<file path="config.mk">
export PLATFORM = sky130hd
export DESIGN_NAME = or_tree_pipe
export DESIGN_NICKNAME = d
export VERILOG_FILES = /design/src/rtl/or_tree_pkg.sv /design/src/rtl/or_tree_stage.sv /design/src/rtl/or_tree_pipe.sv
export SDC_FILE = /design/constraint.sdc
export NUM_CORES = 1
export LEC_CHECK = 0
export BUFFER_PORTS_ARGS = -buffer_cell sky130_fd_sc_hd__buf_2
export CAP_MARGIN = 10
export CORE_AREA = 2 2 42 44
export CTS_BUF_LIST = sky130_fd_sc_hd__clkbuf_4
export DETAILED_ROUTE_END_ITERATION = 10
export DIE_AREA = 0 0 44 46
export HOLD_SLACK_MARGIN = 0.03
export MAX_ROUTING_LAYER = met4
export PLACE_DENSITY_LB_ADDON = 0.1
export REMOVE_ABC_BUFFERS = 1
export SETUP_SLACK_MARGIN = 0.4
export SYNTH_ARGS = -nofsm -noshare
export SYNTH_HDL_FRONTEND = slang
export SYNTH_HIERARCHICAL = 1
export SYNTH_SLANG_ARGS = --single-unit
</file>
<file path="constraint.sdc">
create_clock -name clk -period 1.4 [get_ports clk]
set_input_delay 0.35 -clock clk [delete_from_list [all_inputs] [get_ports clk]]
set_output_delay 0.35 -clock clk [all_outputs]
set_load 0.01 [all_outputs]
</file>
<file path="src/rtl/or_tree_pkg.sv">
// rtl/or_tree_pkg.sv - mode codes and elaboration-time sizing helpers for or_tree_pipe
package or_tree_pkg;

    localparam int MODE_BAD  = -1;
    localparam int MODE_OR   = 0;
    localparam int MODE_NOR  = 1;
    localparam int MODE_AND  = 2;
    localparam int MODE_NAND = 3;

    // Smallest L >= 1 with radix**L >= width.
    function automatic int tree_levels(input int width, input int radix);
        int levels;
        int span;
        levels = 1;
        span   = radix;
        while (span < width) begin
            span   = span * radix;
            levels = levels + 1;
        end
        return levels;
    endfunction

    // Number of partial results registered by stage k (n_0 = width).
    function automatic int stage_width(input int width, input int radix, input int k);
        int n;
        n = width;
        for (int i = 0; i <= k; i++) begin
            n = (n + radix - 1) / radix;
        end
        return n;
    endfunction

    function automatic logic identity(input int mode);
        return (mode == MODE_AND) || (mode == MODE_NAND);
    endfunction

endpackage

</file>
<file path="src/rtl/or_tree_stage.sv">
// rtl/or_tree_stage.sv - one registered RADIX-input reduction level with its valid bit
module or_tree_stage
    import or_tree_pkg::*;
#(
    parameter int N_IN     = 16,
    parameter int RADIX    = 4,
    parameter bit BASE_AND = 1'b0,
    parameter bit INVERT   = 1'b0
) (
    input  logic                               clk,
    input  logic                               rst_n,
    input  logic                               valid_i,
    input  logic [N_IN-1:0]                    data_i,
    output logic                               valid_o,
    output logic [(N_IN+RADIX-1)/RADIX-1:0]    data_o
);

    localparam int N_OUT = (N_IN + RADIX - 1) / RADIX;
    localparam int N_PAD = N_OUT * RADIX;

    logic [N_PAD-1:0] padded;
    logic [N_OUT-1:0] data_d;
    logic [N_OUT-1:0] data_q;
    logic             valid_q;

    // Unused leaves of the last group take the identity of the base operation.
    always_comb begin
        padded             = {N_PAD{BASE_AND}};
        padded[N_IN-1:0]   = data_i;
    end

    always_comb begin
        data_d = '0;
        for (int g = 0; g < N_OUT; g++) begin
            if (BASE_AND) begin
                data_d[g] = (&padded[g*RADIX +: RADIX]) ^ INVERT;
            end else begin
                data_d[g] = (|padded[g*RADIX +: RADIX]) ^ INVERT;
            end
        end
    end

    always_ff @(posedge clk) begin
        if (!rst_n) begin
            data_q  <= '0;
            valid_q <= 1'b0;
        end else begin
            data_q  <= data_d;
            valid_q <= valid_i;
        end
    end

    assign data_o  = data_q;
    assign valid_o = valid_q;

endmodule

</file>
<file path="src/rtl/or_tree_pipe.sv">
// rtl/or_tree_pipe.sv - pipelined wide OR/NOR/AND/NAND gate with sticky hit flag and saturating hit counter
module or_tree_pipe
    import or_tree_pkg::*;
#(
    parameter int    WIDTH = 16,
    parameter int    RADIX = 4,
    parameter string MODE  = "OR",
    parameter int    CNT_W = 8
) (
    input  logic             clk,
    input  logic             rst_n,
    input  logic             in_valid,
    input  logic [WIDTH-1:0] x,
    input  logic             clr,
    output logic             out_valid,
    output logic             y,
    output logic             sticky_y,
    output logic [CNT_W-1:0] hit_cnt
);

    localparam int MODE_SEL = (MODE == "OR")   ? MODE_OR   :
                              (MODE == "NOR")  ? MODE_NOR  :
                              (MODE == "AND")  ? MODE_AND  :
                              (MODE == "NAND") ? MODE_NAND : MODE_BAD;
    localparam int LEVELS   = tree_levels(WIDTH, RADIX);
    localparam bit BASE_AND = identity(MODE_SEL);
    localparam bit INVERT   = (MODE_SEL == MODE_NOR) || (MODE_SEL == MODE_NAND);
    localparam logic [CNT_W-1:0] CNT_MAX = '1;

    if (MODE_SEL == MODE_BAD) begin : g_bad_mode
        $error("or_tree_pipe: MODE must be OR, NOR, AND or NAND");
    end
    if (WIDTH < 2) begin : g_bad_width
        $error("or_tree_pipe: WIDTH must be at least 2");
    end
    if (RADIX < 2 || RADIX > 8) begin : g_bad_radix
        $error("or_tree_pipe: RADIX must be in 2..8");
    end

    for (genvar k = 0; k < LEVELS; k++) begin : g_stage
        localparam int N_IN  = (k == 0) ? WIDTH : stage_width(WIDTH, RADIX, k - 1);
        localparam int N_OUT = stage_width(WIDTH, RADIX, k);

        logic [N_IN-1:0]  d_in;
        logic             v_in;
        logic [N_OUT-1:0] d_out;
        logic             v_out;

        if (k == 0) begin : g_first
            assign d_in = x;
            assign v_in = in_valid;
        end else begin : g_next
            assign d_in = g_stage[k-1].d_out;
            assign v_in = g_stage[k-1].v_out;
        end

        // Inversion lives only in the final level so the tree itself stays a pure OR/AND.
        or_tree_stage #(
            .N_IN     (N_IN),
            .RADIX    (RADIX),
            .BASE_AND (BASE_AND),
            .INVERT   (INVERT && (k == LEVELS - 1))
        ) u_stage (
            .clk     (clk),
            .rst_n   (rst_n),
            .valid_i (v_in),
            .data_i  (d_in),
            .valid_o (v_out),
            .data_o  (d_out)
        );
    end

    assign out_valid = g_stage[LEVELS-1].v_out;
    assign y         = g_stage[LEVELS-1].d_out[0];

    logic             hit;
    logic             sticky_d, sticky_q;
    logic [CNT_W-1:0] cnt_d, cnt_q;

    assign hit = out_valid && y;

    // A hit in the same cycle as clr is counted on top of the clear.
    always_comb begin
        sticky_d = sticky_q;
        cnt_d    = cnt_q;
        if (hit) begin
            sticky_d = 1'b1;
            if (clr) begin
                cnt_d = {{(CNT_W-1){1'b0}}, 1'b1};
            end else if (cnt_q != CNT_MAX) begin
                cnt_d = cnt_q + 1'b1;
            end
        end else if (clr) begin
            sticky_d = 1'b0;
            cnt_d    = '0;
        end
    end

    always_ff @(posedge clk) begin
        if (!rst_n) begin
            sticky_q <= 1'b0;
            cnt_q    <= '0;
        end else begin
            sticky_q <= sticky_d;
            cnt_q    <= cnt_d;
        end
    end

    assign sticky_y = sticky_q;
    assign hit_cnt  = cnt_q;

endmodule

</file>
Word-level counts from Yosys, hierarchy flattened
Cells that the tools add are included.

operators by class
  equal/unequal tests = 1
  reductions and logical operators = 9
  muxes and demuxes = 6
  add/sub/neg operators = 1

operators with widths
  kind                 count
  $mux 8               4
  $reduce_or 4->1      5
  $add 8x1->8 const B  1
  $ne 8x8->1 const B   1
  $reduce_bool 2->1    2
  $mux 1               2
  $reduce_and 2->1     1
  $logic_and 1x1->1    1

storage, ports and cells
  bits in registers = 16
  word-level logic and storage cells = 23

Longest topological paths before layout
  word-level depth = 4
  gate-level depth with buffers = 4

By module
Netlist, hierarchy kept.

by module, submodules not included
  module                              sequential area each (µm²)  area an instance (µm²)  times used  cells each
  or_tree_pipe                        180.2                       475.5                   1           53
  or_tree_stage (g_stage[0].u_stage)  100.1                       151.4                   1           10
  or_tree_stage (g_stage[1].u_stage)  40.0                        57.6                    1           4

Worst setup path before layout
No wires, ideal clock.

  kind = register to register
  from = register cnt_q[0], in the netlist hit_cnt[0]
  to = register cnt_q[6], in the netlist hit_cnt[6]
  stages on the path, launching flop included = 5
  setup time = 0.123 ns
  setup slack = 0.101 ns
  arrival = 1.176 ns
  buffers on the path = 0
  cells stage by stage = dfxtp_1 ha_1 and4_1 nor3b_1 nor3_1

on the way
  cells in the longest elaborated chain, start to end = 4

RTL lines
  element                   line                 source
  start: declaration        or_tree_pipe.sv:78   logic [CNT_W-1:0] cnt_d, cnt_q;
  start signal: assignment  or_tree_pipe.sv:105  cnt_q <= cnt_d;
  $add 8x1->8               or_tree_pipe.sv:91   cnt_d = cnt_q + 1'b1;
  $mux 8                    or_tree_pipe.sv:90   end else if (cnt_q != CNT_MAX) begin
  $mux 8                    or_tree_pipe.sv:88   if (clr) begin
  $mux 8                    or_tree_pipe.sv:86   if (hit) begin

Several ways; a longest one is shown, not always the timed one. The select of a mux whose other input is x is not followed.
A chain may end at the register's enable or synchronous reset.

Worst setup path after layout
  from = register cnt_q[0], in the netlist hit_cnt[0]
  to = output port hit_cnt[0]

RTL lines
  element           line                source
  end: declaration  or_tree_pipe.sv:18  output logic [CNT_W-1:0] hit_cnt

No word-level cell between the ends.

==> impl_results.md <==
* CP dominant cell by count: buf_6
* Total routed wirelength at 1920 µm
* Placed instance count at 115
* Fraction of final layout cells sized beyond drive strength 1 at 63.2%
* Max H-tree Level at 1
* Nets at 137
* Setup TNS at 0 ps
* Leakage at 0.465 nW
* Clock slew at reported path FFs at 90 ps
* Power density over cell area at 661 mW/mm²
* Area delta synth->final at 73.3%
* CTS tree: yes
* Leading post-synthesis cells by cell area: dfxtp_1 47%, o41a_1 8.2%, and4_1 3.8%, a21oi_1 3.7%, a211oi_1 3.3%
* R2R Setup Slk at 190 ps
* First-pass GRT wire length at 2930 µm
* Top-count cell post-synth: dfxtp_1
* Num CTS Buffers at 3
* I/O Pins at 31
* CTS Root Cell: clkbuf_4
* Drt pass-1 iters at 4
* Share of the synthesized area in the top cell type at 46.8%
* Hold Buf Count CTS at 0
* Diode count at 0
* CP delay by family, top: flip-flops
* I/O Buffers at 30
* Cell Rows at 15
* Post-synth EDFFs at 0
* Synth Register Bits at 16
* Netlist cell types at 26
* Crit. Startpoint: hit_cnt[0]
* Setup violators final at 0
* Worst-Skew Late Latency at 290 ps
* # DRC at 0
* DRT antenna net count at 0
* Via-to-Cell Ratio at 5.82
* Initial DRC Count at 5
* Die area at 0.00202 mm²
* Max-slew violations at 0
* R2r startpoint: hit_cnt[1]
* Nature of the critical path endpoint: output pin
* Via count at 763
* CP required at 1050 ps
* WP buf/inv at 2
* Tcrit/Tclk final at 87.0%
* Average size of a mapped cell at 10.2 µm²
* Non-filler instance count after layout at 131
* Worst-path cell chain: buf_6 -> buf_6
* Largest net degree at the start of global routing at 13
* Ys async rst share at 0%
* Initial Util at 42.4%
* Post-synthesis sequential area ratio at 46.8%
* Max cap viols at 0
* Cell count of the worst reg-to-reg path at 4
* Final setup skew at 7.37 ps
* Wire length per cell at 14.7 µm
* Core box area at 0.00161 mm²
* CP Depth at 2
* CTS sink count at 16
* Fin util at 73.5%
* Status: finished, final reports clean
* Crit path DAT at 870 ps
* Final Hold Viols at 0
* Initial antenna violation count at 0
* Largest stage delay, worst path at 350 ps
* Slowest CP cell: dfxtp_2
* Hold WC Path Type: input port to register
* Vias in the first global route at 688
* Syn Inst Count at 67
* Crit path kind: register to output pin
* Relative slew slack at 79.5%
* RSZ-0062 raised after global routing: yes
* Die Height at 46 µm
* Routability Congestion at 0.843
* Die Wd at 44 µm
* Least-Margin Pin Slew at 308 ps
* Worst setup SP type: register
* Longest Clk Path Bufs at 2
* Synth warn at 6
* Post-synth top area cell: dfxtp_1
* Tmin final at 1220 ps
* DPL Wire Length at 1090 µm
* Total grt overflow at 0
* Total track usage at 20.7%
* Synth top cells by count: 16 x dfxtp_1, 5 x a21oi_1, 5 x nand2_1, 5 x o41a_1, 4 x nor3_1
* Peak VDD IR at 0.576 mV
* Crit path to: hit_cnt[0]
* Mapped Area at 684 µm²
* Main synth FF type: dfxtp_1
* R2r endpoint: hit_cnt[3]
* Total power at 0.784 mW
* Peak Freq at 0.821 GHz
* Hold Worst Slack at 268 ps
* Critical path peak fanout at 4
-- layout by cell type, fill, tap and decap left out, types with 2 or more instances in the layout --
cell type	netlist	final
nand2b_1	2	2
buf_2	1	19
dfxtp_1	16	5
nand4_1	2	2
clkbuf_4	0	3
nor3_1	4	3
o2111a_1	2	2
a21oi_1	5	4
nand2_1	5	4
dfxtp_2	0	5
dfxtp_4	0	6
and2_1	2	2
buf_4	0	12
nand3_1	2	2
nor2b_1	2	2
buf_6	0	13
and4_4	1	3
o41a_1	5	5
a211oi_2	0	2
-- how the worst min path moves through the flow --
stage / startpoint / endpoint / slack, ps / cells past startpoint
after floorplan: g_stage[0].u_stage/valid_o / g_stage[1].u_stage/valid_o / 410 / 1
after global placement: g_stage[0].u_stage/valid_o / g_stage[1].u_stage/valid_o / 420 / 1
after detailed placement: g_stage[0].u_stage/valid_o / g_stage[1].u_stage/valid_o / 430 / 1
after CTS: in_valid / g_stage[0].u_stage/valid_o / 270 / 2
after global routing: in_valid / g_stage[0].u_stage/valid_o / 260 / 2
final: in_valid / g_stage[0].u_stage/valid_o / 270 / 2
-- metal layers --
metal  GRT usage, %  vias to the layer above  wire, µm
met4           10.3                        0        26
li1               -                      363         -
met5              -                        -         0
met3           2.78                        4       112
met2           37.6                       30      1090
met1           21.9                      366       694
-- cells by family after synthesis --
logic type | count (synthesis) | synth area share, %
AO/OA/AOI/OAI | 20 | 24.3
adder cells (fa/ha/maj) | 1 | 1.83
buffers and inverters | 2 | 1.28
flip-flops | 16 | 46.8
multiplexers | 1 | 1.46
AND/OR/NAND/NOR | 27 | 24.3
-- what timing repair did --
item	4_1_cts	5_1_grt
resized for setup	41	6
setup buffers	12	1
pin swaps	8	3
endpoints found under the setup margin	19	19
-- report_power, final --
| group | leakage (nW) | internal [mW] | switching [mW] | total (mW) |
|---|---|---|---|---|
| Combinational | 0.313 | 0.0459 | 0.0308 | 0.0768 |
| Clock | 0.0138 | 0.0999 | 0.140 | 0.240 |
| Sequential | 0.138 | 0.459 | 0.00819 | 0.467 |
| Total | 0.465 | 0.605 | 0.179 | 0.784 |
-- per-stage QoR --
stage	worst slack [ps]	instance area, µm²
after floorplan	101	679
after global placement	128	866
after detailed placement	94.4	866
after CTS	182	1150
after global routing	154	1190
final	181	1190
-- sequential cells by signal, summed over array words and instances, names as in the netlist --
register,count
g_stage.u_stage/valid_o,2
g_stage.u_stage/data_o,5
hit_cnt,8
sticky_y,1
-- cell type report --
class | instances | area (µm²)
multi-input cells | 49 | 438
flip-flops and latches | 16 | 349
fillers | 119 | 428
repair buffers | 45 | 352
inverters | 1 | 3.75
clock buffers | 3 | 22.5
well taps | 17 | 21.3
(Power assumes the default switching activity.)
